## src/rtl/imm_extend_pipe.sv

```systemverilog
// ---------------------------------------------------------------------------
// imm_extend_pipe
//
// Registered, back-pressurable immediate generator for the decode stage.
// The immediate is built combinationally from Inst[31:7] and ImmSrc on the
// input side. It is stored, together with the sideband tag, in a two-entry
// FIFO made of a head register and a skid register. The head register drives
// the outputs directly, so ImmExt/out_tag/illegal come straight from flops.
//
// Parameters:
//   XLEN   datapath width, 32 or 64
//   TAG_W  width of the sideband tag carried with each immediate
//
// Ports:
//   clk        rising-edge clock
//   reset      asynchronous, active-high reset
//   flush      drops every buffered entry and any entry offered this cycle
//   in_valid   Inst/ImmSrc/in_tag are valid
//   in_ready   buffer has room (depends on occupancy only)
//   Inst       instruction bits [31:7]
//   ImmSrc     immediate format select
//   in_tag     sideband tag, returned unchanged with the result
//   out_valid  head entry is valid
//   out_ready  consumer takes the head entry this cycle
//   ImmExt     extended immediate of the head entry
//   out_tag    tag of the head entry
//   illegal    head entry used a reserved/illegal format
//              (present only when IMM_ILLEGAL_CHECK_EN is defined)
//
// Optional feature macro: IMM_ILLEGAL_CHECK_EN
// ---------------------------------------------------------------------------
module imm_extend_pipe #(
    parameter int XLEN  = 32,
    parameter int TAG_W = 5
) (
    input  logic             clk,
    input  logic             reset,
    input  logic             flush,
    input  logic             in_valid,
    output logic             in_ready,
    input  logic [24:0]      Inst,
    input  logic [2:0]       ImmSrc,
    input  logic [TAG_W-1:0] in_tag,
    output logic             out_valid,
    input  logic             out_ready,
    output logic [XLEN-1:0]  ImmExt,
    output logic [TAG_W-1:0] out_tag
`ifdef IMM_ILLEGAL_CHECK_EN
    ,
    output logic             illegal
`endif
);

    generate
        if (XLEN != 32 && XLEN != 64) begin : g_bad_xlen
            $error("imm_extend_pipe: XLEN must be 32 or 64");
        end
    endgenerate

    // One buffered result: the final immediate plus everything that travels
    // with it.
    typedef struct packed {
        logic [XLEN-1:0]  imm;
        logic [TAG_W-1:0] tag;
`ifdef IMM_ILLEGAL_CHECK_EN
        logic             ill;
`endif
    } entry_t;

    // Buffer occupancy: empty, head only, head plus skid.
    typedef enum logic [1:0] {
        OCC_EMPTY = 2'd0,
        OCC_ONE   = 2'd1,
        OCC_FULL  = 2'd2
    } occ_t;

    occ_t   state_q, state_d;
    entry_t head_q, head_d;
    entry_t skid_q, skid_d;
    entry_t new_entry;

    logic        accept;
    logic        pop;
    logic [31:7] ins;

    // Re-index the instruction field so the format table below can use the
    // architectural bit numbers.
    assign ins = Inst;

    // Immediate generation on the input side, so stored entries already hold
    // the final value. Sign extension uses a signed size cast.
    always_comb begin
        new_entry     = '0;
        new_entry.tag = in_tag;
        unique case (ImmSrc)
            3'b000: new_entry.imm = XLEN'($signed(ins[31:20]));
            3'b001: new_entry.imm = XLEN'($signed({ins[31:25], ins[11:7]}));
            3'b010: new_entry.imm = XLEN'($signed({ins[31], ins[7], ins[30:25],
                                                   ins[11:8], 1'b0}));
            3'b011: new_entry.imm = XLEN'($signed({ins[31], ins[19:12], ins[20],
                                                   ins[30:21], 1'b0}));
            3'b100: new_entry.imm = XLEN'($signed({ins[31:12], 12'b0}));
            3'b101: begin
                // RV64 shift amounts carry one more bit than RV32 ones.
                if (XLEN == 32) begin
                    new_entry.imm = XLEN'(ins[24:20]);
                end else begin
                    new_entry.imm = XLEN'(ins[25:20]);
                end
            end
            3'b110: new_entry.imm = XLEN'(ins[19:15]);
            default: new_entry.imm = '0;
        endcase
`ifdef IMM_ILLEGAL_CHECK_EN
        // Reserved select, or an RV32 shift amount with bit 5 set.
        new_entry.ill = (ImmSrc == 3'b111) ||
                        ((ImmSrc == 3'b101) && (XLEN == 32) && ins[25]);
`endif
    end

    // Handshake. in_ready is derived from occupancy alone so it never forms a
    // combinational path from out_ready.
    assign in_ready  = (state_q != OCC_FULL);
    assign out_valid = (state_q != OCC_EMPTY);
    assign accept    = in_valid & in_ready;
    assign pop       = out_valid & out_ready;

    // Occupancy and data movement. The head only changes when it is popped
    // (or when the buffer is empty), which keeps the outputs stable under
    // back-pressure. Flush overrides everything; data registers are left as
    // they are because out_valid masks them.
    always_comb begin
        state_d = state_q;
        head_d  = head_q;
        skid_d  = skid_q;
        if (flush) begin
            state_d = OCC_EMPTY;
        end else begin
            unique case (state_q)
                OCC_EMPTY: begin
                    if (accept) begin
                        head_d  = new_entry;
                        state_d = OCC_ONE;
                    end
                end
                OCC_ONE: begin
                    if (accept && pop) begin
                        head_d = new_entry;
                    end else if (accept) begin
                        skid_d  = new_entry;
                        state_d = OCC_FULL;
                    end else if (pop) begin
                        state_d = OCC_EMPTY;
                    end
                end
                default: begin
                    if (pop) begin
                        head_d  = skid_q;
                        state_d = OCC_ONE;
                    end
                end
            endcase
        end
    end

    // State and storage registers; reset clears the visible outputs too.
    always_ff @(posedge clk or posedge reset) begin
        if (reset) begin
            state_q <= OCC_EMPTY;
            head_q  <= '0;
            skid_q  <= '0;
        end else begin
            state_q <= state_d;
            head_q  <= head_d;
            skid_q  <= skid_d;
        end
    end

    assign ImmExt  = head_q.imm;
    assign out_tag = head_q.tag;
`ifdef IMM_ILLEGAL_CHECK_EN
    assign illegal = head_q.ill;
`endif

endmodule
```

## config.mk

```make
export PLATFORM = sky130hd
export DESIGN_NAME = imm_extend_pipe
export DESIGN_NICKNAME = d
export VERILOG_FILES = /design/src/rtl/imm_extend_pipe.sv
export SDC_FILE = /design/constraint.sdc
export NUM_CORES = 1
export LEC_CHECK = 0
export CORE_MARGIN = 2
export CORE_UTILIZATION = 42
export DETAILED_ROUTE_END_ITERATION = 7
export PLACE_DENSITY = 0.68
export SLEW_MARGIN = 10
export SYNTH_ARGS = -nofsm -noshare
export SYNTH_HDL_FRONTEND = slang
export SYNTH_SLANG_ARGS = --single-unit
```

## constraint.sdc

```tcl
create_clock -name clk -period 3.05 [get_ports clk]
set_clock_uncertainty 0.05 [all_clocks]
set_input_delay 0.7625 -clock clk [delete_from_list [all_inputs] [get_ports clk]]
set_output_delay 0.7625 -clock clk [all_outputs]
set_load 0.01 [all_outputs]
```

==> reports/qor.yml, run 1 <==
place:
  placedInstanceArea_mm2: 0.00457
  portBuffers: 76
  gp_congestion: 0.873
  dp_hpwl_mm: 6.30
clock_network:
  path_clk_slew_ns: 0.08
  cts_buffers: 9
  clk_latency_ns: 0.34
  cts_repair_resize_count: 0
  cts_root_buf: "clkbuf_8"
  cts.sinks: 76
  cts_setup_buffers: 0
  holdBufCountCts: 0
  cts.htree.levels: 3
  cts_buffer_depth: 2
  cts_tree: "done"
timing:
  rsz0062_at_grt: "no"
  maxSlewViolCount: 0
  tns_ns: 0
  max_slew_margin_pct: 44.4
  fmax_mhz: 413
  fin_crit_sh_pct: 79.3
  setup_viol: 0
  finalHoldViolations: 0
  fin_hold_ws_ns: 0.434
  period_minus_slack_ns: 2.42
  worstMarginPinSlew_ns: 0.831
worst_setup_path:
  cp_data_arrival_time_ns: 1.61
  r2r-end: "ImmExt[17]$_DFFE_PP0P_"
  worstSetupEndpoint: "out_valid"
  startpoint_type: "flop"
  end_kind: "primary output"
  crit_fanout: 10
  rr_worst_depth: 5
  critPathKind: "flop to primary output"
  crit_start: "state_q[1]$_DFFE_PP0P_"
  rrSetupSlack_ns: 0.94
  cp.required_ns: 2.24
  timing.rr.start: "state_q[1]$_DFFE_PP0P_"
cells_and_area:
  fillerInstances: 776
  final_util_pct: 56.0
  fin_area_mm2: 0.00484
  nets: 477
  ff_latch_area_mm2: 0.00190
  drive_above_1_share_pct: 13.7
  num_antenna_cells: 0
  area_growth_pct: 30.6
  multiInputGateArea_mm2: 0.00166
synth:
  synthMuxAreaShare_pct: 11.2
  synth.avg_cell_area_um2: 9.98
  yosys.cell_types.count: 35
  ys_ff_latch: 76
  syn-num-nets: 409
  syn_inst: 371
  synth_compound_gate_area_share_pct: 19.7
  synth_xor_xnor_area_share_pct: 0.676
  seq_area_frac_synth_pct: 51.4
  synth_top_family_by_area: "compound AO/OA/AOI/OAI gates"
  syn_area_mm2: 0.00370
  synth.yosys.warnings: 0
  synth_simple_gate_area_share_pct: 12.9
  synthAdderAreaFrac_pct: 0
detailed_routing:
  vias_per_cell: 5.40
  totalWireLength_mm: 9.19
  ant_nets: 0
  drc: 0
  post_drt_wl_per_cell_um: 16.7
  drtIter0Drc: 245
  drt_pass1_iterations: 5
  num_vias: 2983
power:
  finalPower_mw: 3.00
  vdd_drop_max_mv: 0.246
  power.density_mw_per_mm2: 620
  p_leak_nw: 2.05
run_status:
  status: "completed"
die:
  coreArea_mm2: 0.00864
  start_util_pct: 42.9
  die_area_mm2: 0.00959
  die_w_um: 97.9
  rows: 34
  chipHeight_um: 97.9
  ios: 77
global_route:
  grt_pass1_wl_mm: 15.4
  grtUsageTotal_pct: 20.0
  grt_pass1_vias: 3009
  grt_max_degree: 66
  gr-total-overflow: 0
  antenna_found_initial: 0
job:
  maxCapViolCount: 0
worst_hold_path:
  hold_path_class: "flop to flop"
final cells by class:
class	instances	area share, %
repair buffers	87	17.9
clock inverters	4	2.48
clock buffers	12	3.00
multi-input cells	263	34.3
flip-flops and latches	76	39.3
well taps	108	2.79
inverters	2	0.155
worst max-delay path, cell delays in order, from the launching register on:
cell and delay, ns:
dfrtp_2 0.50, or2_4 0.28, clkdlybuf4s50_1 0.48
power by group:
group          switching (mW)  internal [mW]
Combinational           0.299          0.360
Clock                   0.370          0.650
Sequential              0.110           1.21
kinds of logic after synthesis:
logic type,after synthesis
compound gates,114
xor+xnor,2
buf+inv,32
flops,76
mux,38
simple gates,109
Yosys cell counts:
cell	instances	area, um2
mux2i_1	10	100
inv_1	2	7.51
mux2_2	18	203
nand2_1	71	267
or2_4	1	8.76
nor3b_1	1	7.51
a211o_1	1	8.76
buf_1	1	3.75
and3_1	1	6.26
nand2b_2	1	8.76
a211oi_1	1	7.51
a22o_1	1	8.76
nand2b_1	7	43.8
xor2_2	1	16.3
clkbuf_1	18	67.6
mux2_1	10	113
nor2_1	5	18.8
a211oi_4	1	20.0
a22oi_1	5	37.5
buf_6	3	33.8
o21a_1	1	7.51
nor2b_1	6	37.5
a221o_1	1	10.0
nand3_1	14	70.1
o22a_1	7	61.3
and2_1	1	6.26
a21oi_1	27	135
o211ai_2	10	125
buf_2	8	40.0
nor3_1	1	5.00
xor2_1	1	8.76
o211ai_1	4	30.0
o21bai_1	1	7.51
o21ai_0	54	270
dfrtp_1	76	1900
state kept, by name, summed over array words and instances, names as in the netlist:
name	cells
out_tag	5
state_q	2
skid_q	37
ImmExt	32
cell usage in the layout, fill, tap and decap left out, types with 2 or more instances in the layout:
cell type         n
buf_12            2
buf_4             9
nand3_1          13
nor2_1            5
mux2_1           10
o21ai_0          54
clkbuf_1          2
clkdlybuf4s50_1  76
nand2b_1          7
mux2i_1          10
a21oi_1          27
nand2_1          71
o22a_1            7
bufinv_16         4
mux2_2           18
o211ai_2         10
dfrtp_1          75
o211ai_1          4
nor2b_1           6
a22oi_1           5
clkbuf_8         10
metal layers:
layer,global-route usage (%),share of wire (%)
met3,3.72,5.0
met4,6.20,1.5
met5,0,0
met1,28.2,45
met2,31.4,49
per-stage QoR:
stage,instances,worst slack [ns]
after floorplan,371,0.299
after CTS,552,0.606
final,552,0.630
after global routing,552,0.574
after detailed placement,536,0.353
after global placement,536,-0.0842
worst min-delay path by stage:
stage                                 from  depth (start not counted)                     end
floorplan           skid_q[17]$_DFFE_PP0P_                          2  skid_q[17]$_DFFE_PP0P_
global placement    skid_q[34]$_DFFE_PP0P_                          2  skid_q[34]$_DFFE_PP0P_
detailed placement  skid_q[15]$_DFFE_PP0P_                          2  skid_q[15]$_DFFE_PP0P_
CTS                 out_tag[1]$_DFFE_PP0P_                          2  out_tag[1]$_DFFE_PP0P_
global route        skid_q[11]$_DFFE_PP0P_                          2  skid_q[11]$_DFFE_PP0P_
finish              out_tag[1]$_DFFE_PP0P_                          2  out_tag[1]$_DFFE_PP0P_
(Power assumes the default switching activity.)
==> run 2, diff against run 1 <==
==> constraint.sdc (replaced) <==
create_clock -name clk -period 2.45 [get_ports clk]
set_clock_uncertainty 0.05 [all_clocks]
set_input_delay 0.6125 -clock clk [delete_from_list [all_inputs] [get_ports clk]]
set_output_delay 0.6125 -clock clk [all_outputs]
set_load 0.01 [all_outputs]
==> reports/qor.yml, run 2 (synthesis gave the netlist of run 1 again) <==
run_status:
  status: "completed"
worst_setup_path:
  timing.rr.start: "state_q[1]$_DFFE_PP0P_"
  r2r-end: "ImmExt[17]$_DFFE_PP0P_"
  crit_path_max_incr_delay_ns: 0.50
  cpMaxStageDelayCell: "dfrtp_2"
  rrSetupSlack_ns: 0.48
  cp_cell_sequence: "or2_4, clkdlybuf4s50_1"
  cp_data_arrival_time_ns: 1.61
  rr_worst_depth: 5
  crit_family: "flip-flops"
  critPathKind: "flop to primary output"
  startpoint_type: "flop"
  critPathBufInv: 1
  end_kind: "primary output"
  crit_fanout: 10
  cp.required_ns: 1.79
cells_and_area:
  drive_above_1_share_pct: 14.5
  fin_area_mm2: 0.00481
  nets: 481
  instances_no_fill: 556
  largest_reg_flops: 37
  max_flop_register: "skid_q"
  num_antenna_cells: 0
  area_growth_pct: 30.0
  layout_common_cells: "clkdlybuf4s50_1 (76), dfrtp_1 (75), nand2_1 (71), o21ai_0 (54), a21oi_1 (27)"
  final_common_cell: "clkdlybuf4s50_1"
job:
  maxCapViolCount: 0
worst_hold_path:
  holdPathStages: 2
  min_from: "skid_q[27]$_DFFE_PP0P_"
  hold_path_class: "flop to flop"
  hold_end: "skid_q[27]$_DFFE_PP0P_"
detailed_routing:
  drtIter0Drc: 224
  totalWireLength_mm: 9.08
  post_drt_wl_per_cell_um: 16.3
  num_vias: 3070
  drt_pass1_iterations: 5
  ant_nets: 0
  drc: 0
  vias_per_cell: 5.52
global_route:
  grt_pass1_wl_mm: 14.6
  antenna_found_initial: 0
  grtUsageTotal_pct: 19.0
  grt_pass1_vias: 2866
  gr-total-overflow: 0
  grt_max_degree: 60
place:
  placedInstanceArea_mm2: 0.00460
  gp_congestion: 0.824
  place_inst: 540
  portBuffers: 76
  place_ws_ns: -0.0875
  dp_hpwl_mm: 6.32
clock_network:
  cts.htree.levels: 3
  cts_buffer_depth: 2
  cts_tree: "done"
  cts_buffers: 9
  holdBufCountCts: 0
  cts_setup_buffers: 0
  cts_root_buf: "clkbuf_8"
  clk_latency_ns: 0.34
  path_clk_slew_ns: 0.08
  cts.sinks: 76
  cts_repair_resize_count: 0
die:
  rows: 34
  die_area_mm2: 0.00959
  ios: 77
  die_w_um: 97.9
  start_util_pct: 42.9
  chipHeight_um: 97.9
  coreArea_mm2: 0.00864
timing:
  worstMarginPinSlew_ns: 0.739
  finalHoldViolations: 0
  rsz0062_at_grt: "no"
  fin_hold_ws_ns: 0.433
  setup_viol: 0
  fin_ws_ns: 0.175
  fin_crit_sh_pct: 92.9
  fmax_mhz: 440
  period_minus_slack_ns: 2.28
  max_slew_margin_pct: 50.7
  tns_ns: 0
  maxSlewViolCount: 0
power:
  p_leak_nw: 2.04
  vdd_drop_max_mv: 0.343
  power.density_mw_per_mm2: 722
==> run 2: cell types whose count changed in the layout (fill, tap and decap cells not counted) <==
| cell | change |
|---|---|
| buf_4 | +4 |
| bufinv_16 | -3 |
| clkbuf_8 | +2 |
| clkbuf_1 | -1 |
| clkinv_2 | +1 |
| clkinv_4 | +1 |
| clkinvlp_4 | +1 |
| inv_2 | -1 |
| nor3b_1 | +1 |
| nor3b_2 | -1 |
==> run 2: worst max-delay path by stage <==
stage	start	end	cells after the start
global route	state_q[1]$_DFFE_PP0P_	out_valid	2
CTS	state_q[1]$_DFFE_PP0P_	out_valid	2
detailed placement	ImmSrc[2]	ImmExt[18]$_DFFE_PP0P_	6
finish	state_q[1]$_DFFE_PP0P_	out_valid	2
global placement	ImmSrc[2]	ImmExt[18]$_DFFE_PP0P_	6
floorplan	state_q[1]$_DFFE_PP0P_	ImmExt[10]$_DFFE_PP0P_	5
==> run 2: metal layers <==
layer  vias up  wire length, um  global-route usage, %  part of all wire, %
li1       1443                -                      -                    -
met1      1521             4220                   27.2                   46
met2        93             4240                   29.6                   47
met3        13              459                   2.93                  5.1
met4         0              155                   6.62                  1.7
met5         -                0                      0                    0
==> run 2: layout make-up <==
| type | instances | area [um2] |
|---|---|---|
| Clock buffer | 13 | 169 |
| Clock inverter | 3 | 43.8 |
| Fill cell | 764 | 3820 |
| Inverter | 2 | 11.3 |
| Multi-Input combinational cell | 263 | 1650 |
| Sequential cell | 76 | 1900 |
| Tap cell | 108 | 135 |
| Timing Repair Buffer | 91 | 898 |
==> run 2: through the flow <==
stage          util, %  power [mW]
6_report          55.8        3.48
5_1_grt           55.8        3.65
4_1_cts           55.8        3.51
3_5_place_dp      53.3        2.50
3_3_place_gp      53.3        2.47
2_1_floorplan        -        2.07
==> run 2: power by group <==
| group | internal, mW | switching (mW) |
|---|---|---|
| Clock | 0.555 | 0.453 |
| Combinational | 0.453 | 0.371 |
| Sequential | 1.50 | 0.140 |
| Total | 2.51 | 0.963 |
==> run 2: tightest hold or removal path: cells and delay by family (launching register included) <==
family             cells  cell delay (ns)
and+or+nand+nor        1             0.05
AOI/OAI and AO/OA      1             0.06
DFF                    1             0.34
==> run 3, diff against run 2 <==
--- a/config.mk
+++ b/config.mk
@@ -5,9 +5,9 @@
 export SDC_FILE = /design/constraint.sdc
 export NUM_CORES = 1
 export LEC_CHECK = 0
-export CORE_MARGIN = 2
 export CORE_UTILIZATION = 42
 export DETAILED_ROUTE_END_ITERATION = 7
+export GPL_ROUTABILITY_DRIVEN = 0
 export PLACE_DENSITY = 0.68
 export SLEW_MARGIN = 10
 export SYNTH_ARGS = -nofsm -noshare
==> reports/qor.yml, run 3 (synthesis gave the netlist of run 1 again) <==
clock_network:
  path_clk_slew_ns: 0.08
  cts.htree.levels: 3
  holdBufCountCts: 0
  cts_tree: "done"
  cts_setup_buffers: 0
  cts_buffer_depth: 2
  cts_repair_resize_count: 0
  clk_latency_ns: 0.35
  cts.sinks: 76
  cts_buffers: 9
  cts_root_buf: "clkbuf_8"
global_route:
  grt_max_degree: 77
  use_met1_pct: 27.8
  antenna_found_initial: 0
  met2_usage_pct: 32.6
  gr-total-overflow: 0
  busiest_layer: "met2"
  grt_pass1_wl_mm: 14.3
  grt_pass1_vias: 2904
  grtUsageTotal_pct: 20.7
  use_met3_pct: 5.37
cells_and_area:
  largest_reg_flops: 37
  final_common_cell: "clkdlybuf4s50_1"
  nets: 482
  max_flop_register: "skid_q"
  fin_area_mm2: 0.00482
  layout_common_cells: "clkdlybuf4s50_1 (76), dfrtp_1 (75), nand2_1 (71), o21ai_0 (54), a21oi_1 (27)"
  fillerInstances: 772
  drive_above_1_share_pct: 14.7
  instances_no_fill: 554
  area_growth_pct: 30.1
  num_antenna_cells: 0
timing:
  rsz0062_at_grt: "no"
  finalHoldViolations: 0
  worstMarginPinSlew_ns: 0.596
  fmax_mhz: 451
  fin_ws_ns: 0.234
  fin_hold_ws_ns: 0.438
  maxSlewViolCount: 0
  setup_viol: 0
  fin_crit_sh_pct: 90.5
  period_minus_slack_ns: 2.22
  max_slew_margin_pct: 60.3
  tns_ns: 0
job:
  maxCapViolCount: 0
place:
  place_ws_ns: 0.0118
  portBuffers: 76
  dp_hpwl_mm: 6.21
  placedInstanceArea_mm2: 0.00462
  place_inst: 538
detailed_routing:
  num_vias: 2972
  totalWireLength_mm: 8.88
  drtIter0Drc: 138
  drt_pass1_iterations: 5
  drc: 0
  vias_per_cell: 5.36
  ant_nets: 0
  post_drt_wl_per_cell_um: 16.0
die:
  chipHeight_um: 95.9
  die_w_um: 95.9
  ios: 77
  die_area_mm2: 0.00920
  rows: 33
  coreArea_mm2: 0.00838
  start_util_pct: 44.2
worst_setup_path:
  rr_worst_depth: 5
  cp.required_ns: 1.79
  cp_data_arrival_time_ns: 1.55
  end_kind: "primary output"
  startpoint_type: "flop"
  critPathKind: "flop to primary output"
  crit_fanout: 4
run_status:
  status: "completed"
power:
  p_leak_nw: 2.03
  vdd_drop_max_mv: 0.342
  power.density_mw_per_mm2: 715
worst_hold_path:
  holdPathStages: 2
  hold_path_class: "flop to flop"
[run 3: final timing paths]
kind / start / endpoint / slack [ns]
min in group asynchronous: reset / ImmExt[6]$_DFFE_PP0P_ / 0.67
max: state_q[0]$_DFFE_PP0P_ / out_valid / 0.23
min: skid_q[11]$_DFFE_PP0P_ / skid_q[11]$_DFFE_PP0P_ / 0.44
max in group asynchronous: reset / state_q[1]$_DFFE_PP0P_ / 1.36
max reg2reg: state_q[0]$_DFFE_PP0P_ / ImmExt[17]$_DFFE_PP0P_ / 0.54
min reg2reg: skid_q[11]$_DFFE_PP0P_ / skid_q[11]$_DFFE_PP0P_ / 0.44
[run 3: metrics by stage]
step / total power [mW] / util [%]
2_1_floorplan: 2.07 / -
3_3_place_gp: 2.47 / 55.1
3_5_place_dp: 2.50 / 55.1
4_1_cts: 3.48 / 57.5
5_1_grt: 3.64 / 57.5
6_report: 3.44 / 57.5
[run 3: worst max-delay path, cell delays in order, from the launching register on]
cell             delay (ns)
dfrtp_1                0.43
or2_4                  0.29
clkdlybuf4s50_1        0.48
[run 3: final cells by class]
| class | instances | area, um2 | share of cell area [%] |
|---|---|---|---|
| sequential | 76 | 1900 | 39.5 |
| multi-input combinational | 263 | 1650 | 34.3 |
| tap | 105 | 131 | 2.73 |
| clock buffer | 10 | 128 | 2.65 |
| clock inverter | 6 | 71.3 | 1.48 |
| timing repair buffer | 92 | 918 | 19.1 |
| inverter | 2 | 11.3 | 0.234 |
[run 3: power breakdown]
part | internal [mW] | switching (mW)
combinational | 0.456 | 0.374
clock | 0.480 | 0.491
sequential | 1.50 | 0.139
[run 3: layer usage]
layer / vias to the layer above / wire, um
met5: - / 0
met4: 0 / 131
met3: 10 / 442
met2: 90 / 4200
met1: 1435 / 4110
li1: 1437 / -
